**src/rtl/sync_fifo_wrctrl_if.sv**
```systemverilog
// Write-side bundle between the producer/read controller and the FIFO write controller.
interface sync_fifo_wrctrl_if #(
  parameter int unsigned AW = 7,
  parameter int unsigned DW = 32
);
  logic          wenable;
  logic [DW-1:0] wdata_i;
  logic [AW-1:0] rpnt_i;
  logic          ovf_clr;

  logic          wenable_o;
  logic [DW-1:0] wdata_o;
  logic [AW-1:0] wpnt_o;
  logic          full_o;
  logic          afull_o;
  logic [AW-1:0] level_o;
  logic          ovf_o;
  logic [7:0]    drop_cnt_o;

  modport master (
    output wenable, wdata_i, rpnt_i, ovf_clr,
    input  wenable_o, wdata_o, wpnt_o, full_o, afull_o, level_o, ovf_o, drop_cnt_o
  );

  modport slave (
    input  wenable, wdata_i, rpnt_i, ovf_clr,
    output wenable_o, wdata_o, wpnt_o, full_o, afull_o, level_o, ovf_o, drop_cnt_o
  );
endinterface

```
**src/rtl/sync_fifo_wrctrl.sv**
```systemverilog
// Synchronous FIFO write controller: write pointer, full/almost-full/level status,
// and sticky overflow tracking with a saturating dropped-write counter.
module sync_fifo_wrctrl #(
  parameter int unsigned AW     = 7,
  parameter int unsigned DW     = 32,
  parameter int unsigned AF_LVL = 4
) (
  input logic              wclk_i,
  input logic              rst_n,
  sync_fifo_wrctrl_if.slave wr_if
);

  localparam int unsigned      DCW      = 8;
  localparam logic [DCW-1:0]   DROP_MAX = {DCW{1'b1}};
  localparam logic [AW-1:0]    CAP      = {AW{1'b1}};
  localparam logic [AW-1:0]    AF_THR   = AW'(AF_LVL);

  logic [AW-1:0]  wpnt_q;
  logic           ovf_q;
  logic [DCW-1:0] drop_q;

  logic [AW-1:0]  wpnt_inc_c;
  logic [AW-1:0]  level_c;
  logic [AW-1:0]  free_c;
  logic           full_c;
  logic           afull_c;
  logic           accept_c;
  logic           reject_c;
  logic [DW-1:0]  wdata_c;

  logic [AW-1:0]  wpnt_d;
  logic           ovf_d;
  logic [DCW-1:0] drop_d;

  // Status: one slot stays unused so wpnt==rpnt unambiguously means empty.
  always_comb begin
    wpnt_inc_c = wpnt_q + AW'(1);
    level_c    = wpnt_q - wr_if.rpnt_i;
    free_c     = CAP - level_c;
    full_c     = (wpnt_inc_c == wr_if.rpnt_i);
    afull_c    = (free_c <= AF_THR);
    accept_c   = rst_n & wr_if.wenable & ~full_c;
    reject_c   = rst_n & wr_if.wenable &  full_c;
    wdata_c    = wr_if.wdata_i;
  end

  // Next state; clear wins over a coincident rejected write.
  always_comb begin
    wpnt_d = wpnt_q;
    ovf_d  = ovf_q;
    drop_d = drop_q;
    if (accept_c) begin
      wpnt_d = wpnt_inc_c;
    end
    if (wr_if.ovf_clr) begin
      ovf_d  = 1'b0;
      drop_d = '0;
    end else if (reject_c) begin
      ovf_d = 1'b1;
      if (drop_q != DROP_MAX) begin
        drop_d = drop_q + DCW'(1);
      end
    end
  end

  always_ff @(posedge wclk_i or negedge rst_n) begin
    if (!rst_n) begin
      wpnt_q <= '0;
      ovf_q  <= 1'b0;
      drop_q <= '0;
    end else begin
      wpnt_q <= wpnt_d;
      ovf_q  <= ovf_d;
      drop_q <= drop_d;
    end
  end

  assign wr_if.wenable_o  = accept_c;
  assign wr_if.wdata_o    = wdata_c;
  assign wr_if.wpnt_o     = wpnt_q;
  assign wr_if.full_o     = full_c;
  assign wr_if.afull_o    = afull_c;
  assign wr_if.level_o    = level_c;
  assign wr_if.ovf_o      = ovf_q;
  assign wr_if.drop_cnt_o = drop_q;

endmodule

```
**src/flat_wrapper.sv**
```systemverilog
// flat-port wrapper written by rule: the top's interface ports become plain ports
module sync_fifo_wrctrl_flat 
#(
  parameter int unsigned AW     = 7,
  parameter int unsigned DW     = 32,
  parameter int unsigned AF_LVL = 4
)
  (wclk_i, rst_n, wr_if_wenable, wr_if_wdata_i, wr_if_rpnt_i, wr_if_ovf_clr, wr_if_wenable_o, wr_if_wdata_o, wr_if_wpnt_o, wr_if_full_o, wr_if_afull_o, wr_if_level_o, wr_if_ovf_o, wr_if_drop_cnt_o);
  sync_fifo_wrctrl_if #(.AW(AW), .DW(DW)) wr_if_i ();
  input logic wclk_i;
  input logic rst_n;
  input wire logic [$bits(wr_if_i.wenable)-1:0] wr_if_wenable;
  input wire logic [$bits(wr_if_i.wdata_i)-1:0] wr_if_wdata_i;
  input wire logic [$bits(wr_if_i.rpnt_i)-1:0] wr_if_rpnt_i;
  input wire logic [$bits(wr_if_i.ovf_clr)-1:0] wr_if_ovf_clr;
  output wire logic [$bits(wr_if_i.wenable_o)-1:0] wr_if_wenable_o;
  output wire logic [$bits(wr_if_i.wdata_o)-1:0] wr_if_wdata_o;
  output wire logic [$bits(wr_if_i.wpnt_o)-1:0] wr_if_wpnt_o;
  output wire logic [$bits(wr_if_i.full_o)-1:0] wr_if_full_o;
  output wire logic [$bits(wr_if_i.afull_o)-1:0] wr_if_afull_o;
  output wire logic [$bits(wr_if_i.level_o)-1:0] wr_if_level_o;
  output wire logic [$bits(wr_if_i.ovf_o)-1:0] wr_if_ovf_o;
  output wire logic [$bits(wr_if_i.drop_cnt_o)-1:0] wr_if_drop_cnt_o;
  assign wr_if_i.wenable = wr_if_wenable;
  assign wr_if_i.wdata_i = wr_if_wdata_i;
  assign wr_if_i.rpnt_i = wr_if_rpnt_i;
  assign wr_if_i.ovf_clr = wr_if_ovf_clr;
  assign wr_if_wenable_o = wr_if_i.wenable_o;
  assign wr_if_wdata_o = wr_if_i.wdata_o;
  assign wr_if_wpnt_o = wr_if_i.wpnt_o;
  assign wr_if_full_o = wr_if_i.full_o;
  assign wr_if_afull_o = wr_if_i.afull_o;
  assign wr_if_level_o = wr_if_i.level_o;
  assign wr_if_ovf_o = wr_if_i.ovf_o;
  assign wr_if_drop_cnt_o = wr_if_i.drop_cnt_o;
  sync_fifo_wrctrl #(.AW(AW), .DW(DW), .AF_LVL(AF_LVL)) u_core (.wclk_i(wclk_i), .rst_n(rst_n), .wr_if(wr_if_i));
endmodule
```
**config.mk**
```make
export PLATFORM = sky130hd
export DESIGN_NAME = sync_fifo_wrctrl_flat
export DESIGN_NICKNAME = d
export VERILOG_FILES = /design/src/rtl/sync_fifo_wrctrl_if.sv /design/src/rtl/sync_fifo_wrctrl.sv /design/src/flat_wrapper.sv
export SDC_FILE = /design/constraint.sdc
export NUM_CORES = 1
export LEC_CHECK = 0
export CAP_MARGIN = 20
export CORE_ASPECT_RATIO = 2
export CORE_MARGIN = 2
export CORE_UTILIZATION = 30
export DETAILED_ROUTE_END_ITERATION = 8
export PLACE_DENSITY = 0.69
export SETUP_SLACK_MARGIN = 0.4
export SYNTH_ARGS = -nofsm -noshare
export SYNTH_HDL_FRONTEND = slang
export SYNTH_SLANG_ARGS = --single-unit
```
**constraint.sdc**
```tcl
create_clock -name wclk_i -period 2.2 [get_ports wclk_i]
set_input_delay 0.33 -clock wclk_i [delete_from_list [all_inputs] [get_ports wclk_i]]
set_output_delay 0.33 -clock wclk_i [all_outputs]
set_load 0.01 [all_outputs]
```
==> impl_metrics.tcl <==
set metrics [dict create \
    status "finished with violations" \
    violations "negative setup slack" \
    viasPerCell 4.88 \
    grt_pass1_wl_um 7330 \
    required_ns 1.87 \
    p_leak_nw 1.18 \
    register_area_um2 403 \
    io_pins 101 \
    cts_buffers 3 \
    rows 38 \
    clkLatencyLatePin_ns 0.25 \
    die_area_um2 6360 \
    yosysWarnings 0 \
    wirelength_um 4540 \
    core_area_um2 5470 \
    cts_tree "yes" \
    fmax_ghz 0.362 \
    ant_nets 0 \
    drive_above_1_share_pct 49.0 \
    cts_buffer_depth 2 \
    ys_ff_latch 16 \
    dp_hpwl_um 3410 \
    p_total_mw 3.26 \
    irDropWorstVdd_mv 0.935 \
    grtUsageMet3_pct 1.40 \
    clock_sinks 16 \
    relSlewSlack_pct 70.0 \
    io_buffer_count 36 \
    finalHoldViolCount 0 \
    synth_nets 245 \
    top_usage_layer "met2" \
    grt_pass1_vias 1699 \
    start_kind "register" \
    fin_nets 314 \
    cts.clk_slew.worst_paths_ns 0.06 \
    antenna_found_initial 0 \
    endpoint "wr_if_afull_o" \
    drcViolationCount 0 \
    diodes 0 \
    yosysTopAreaCellShare_pct 23.4 \
    grt_usage_pct 14.3 \
    synth_area_leaders "dfrtp_1 (23%), buf_4 (14%), ha_1 (5.9%)" \
    rsz0062_at_grt "true" \
    tns_ns -4.14 \
    clockRootBuffer "clkbuf_8" \
    synth.distinct_cells 51 \
    holdBufCountCts 0 \
    multi_input_area_um2 1230 \
    timing.final.ws_setup_ns -0.561 \
    met2_usage_pct 27.7 \
    regToRegEndpoint "u_core.wr_if.drop_cnt_o[2]" \
    vias 1566 \
    met1_usage_pct 14.3 \
    reg2regPathDepth 10 \
    worstSetupStartpoint "u_core.wr_if.wpnt_o[0]" \
    final-max-slew-violation-count 0 \
    setup_viol 21 \
    grt_overflow_total 0 \
    synth_area_leader_cell "dfrtp_1" \
    die_w_um 57.4 \
    initial_core_util_pct 31.3 \
    reg2reg_slack_ns -0.25 \
    syn-instance-count 193 \
    syn2layout_area_growth_pct 58.2 \
    grt_max_degree 14 \
    p_per_area_nw_per_um2 1200 \
    cts_htree_levels 1 \
    fin_crit_sh_pct 125 \
    max_cap_viol_count 0 \
    die_h_um 111 \
    end_kind "output port" \
    wl_per_cell_um 14.1 \
    fill_cells 511 \
    gp_congestion 0.791 \
    reg2reg_from "u_core.wr_if.wpnt_o[1]" \
    skew_ns 0.00298 \
    drt_iter0_drc 25 \
    cp_data_arrival_time_ns 2.43 \
    critPathKind "reg -> out" \
    syn_area_um2 1710 \
    tightest_slew_ns 0.448 \
    min_period_ns 2.76 \
    hold_path_class "in -> async" \
    worstPathMaxFanout 2 \
    synth_area_per_cell_um2 8.86 \
    drt_first_pass_iters 4 \
    ys_seq_area_share_pct 23.4 \
]
-- layer usage --
layer	up-vias	wire [um]
met5	-	0
met4	0	113
met3	11	179
met2	37	2700
met1	746	1550
li1	772	-
-- synthesized netlist by cell type (all sizes together) --
| cell type | count |
|---|---|
| o211ai | 1 |
| or3 | 1 |
| xor2 | 10 |
| mux2i | 2 |
| o21ai | 2 |
| fa | 1 |
| nand3 | 7 |
| o311a | 1 |
| buf | 37 |
| and2 | 2 |
| o21a | 2 |
| mux2 | 4 |
| nand2b | 6 |
| nor2b | 6 |
| ha | 8 |
| nor3 | 6 |
| clkbuf | 1 |
| nand4 | 4 |
| o21bai | 1 |
| a31oi | 2 |
| a21boi | 1 |
| nand3b | 1 |
| o221ai | 1 |
| nor2 | 9 |
| a21oi | 10 |
| dfrtp | 16 |
| xnor2 | 4 |
| nand2 | 8 |
| a2111oi | 2 |
| a21o | 4 |
| nor3b | 3 |
| and3 | 8 |
| or2 | 1 |
| a31o | 4 |
| inv | 14 |
| a211oi | 2 |
| nor4b | 1 |
-- repair_timing --
action | CTS | global route
pin swaps | 17 | 20
buffers inserted | 11 | 7
setup endpoints to repair | 26 | 25
endpoints found under the hold margin | 0 | 0
gates resized for setup | 60 | 28
-- critical path, cell delays in order, from the launching register on --
cell and delay, ns:
dfrtp_2 0.41, inv_2 0.08, ha_4 0.13, inv_2 0.03
fa_2 0.33, a21o_1 0.17, a21oi_2 0.15, o21bai_1 0.10
a21oi_2 0.17, xnor2_2 0.14, buf_4 0.13, nor4b_4 0.16
buf_2 0.16
-- area by class of cell --
class                           instances  area share [%]
Clock buffer                            4            1.67
Inverter                               14            1.94
Multi-Input combinational cell        125            45.5
Sequential cell                        16            14.9
Tap cell                               60            2.78
Timing Repair Buffer                  102            33.3
-- flip-flops by register name (all words and copies together), names as in the netlist --
register / flops
u_core.wr_if.ovf_o: 1
u_core.wr_if.drop_cnt_o: 8
u_core.wr_if.wpnt_o: 7
-- layout by cell type (no fill, tap or decap), drive strengths merged, types with 2 or more instances in the layout --
master and count:
a2111oi 2, a211oi 2, a21o 4, a21oi 10, a31o 4, a31oi 2
and2 2, and3 8, buf 75, clkbuf 4, clkdlybuf4s50 22, dfrtp 16
dlygate4sd2 4, ha 8, inv 14, mux2 4, mux2i 2, nand2 8
nand2b 6, nand3 7, nand4 4, nor2 9, nor2b 6, nor3 6
nor3b 3, o21a 2, o21ai 2, xnor2 4, xor2 10
-- logic make-up (layout without fill, tap and decap cells) --
family | after synthesis | count (layout) | synth area share (%)
DFF | 16 | 16 | 23.4
AOI/OAI and AO/OA | 33 | 33 | 15.3
and+or+nand+nor | 63 | 63 | 22.8
xor gates and xnor gates | 14 | 14 | 7.17
buffers and inverters | 52 | 120 | 19.9
adders and majority gates | 9 | 9 | 7.02
muxes | 6 | 6 | 4.46
-- per-stage QoR --
stage / utilization, % / setup WS [ns] / hold slack, ns / cell area, um2 / cells
2_1_floorplan: - / -0.176 / 0.0344 / 1780 / 193
3_3_place_gp: 41.9 / -0.956 / 0.494 / 2290 / 299
3_5_place_dp: 41.9 / -0.992 / 0.498 / 2290 / 299
4_1_cts: 45.7 / -0.579 / 0.453 / 2500 / 314
5_1_grt: 49.5 / -0.648 / 0.458 / 2710 / 321
6_report: 49.5 / -0.561 / 0.449 / 2710 / 321
-- how the worst min path moves through the flow --
stage | to | slack [ns] | depth (start not counted)
after floorplan | u_core.wr_if.drop_cnt_o[0] | 0.03 | 0
after global placement | u_core.wr_if.ovf_o | 0.49 | 2
after detailed placement | u_core.wr_if.ovf_o | 0.50 | 2
after CTS | u_core.wr_if.ovf_o | 0.45 | 2
after global routing | u_core.wr_if.ovf_o | 0.46 | 2
final | u_core.wr_if.ovf_o | 0.45 | 2
-- power by group --
part	total, mW	switching [mW]	leakage [nW]	internal (mW)
combinational	2.60	1.10	0.953	1.49
sequential	0.426	0.0725	0.209	0.354
clock	0.234	0.105	0.0228	0.129
total	3.26	1.28	1.18	1.98
Note: power is estimated with default switching activity, not from simulation.
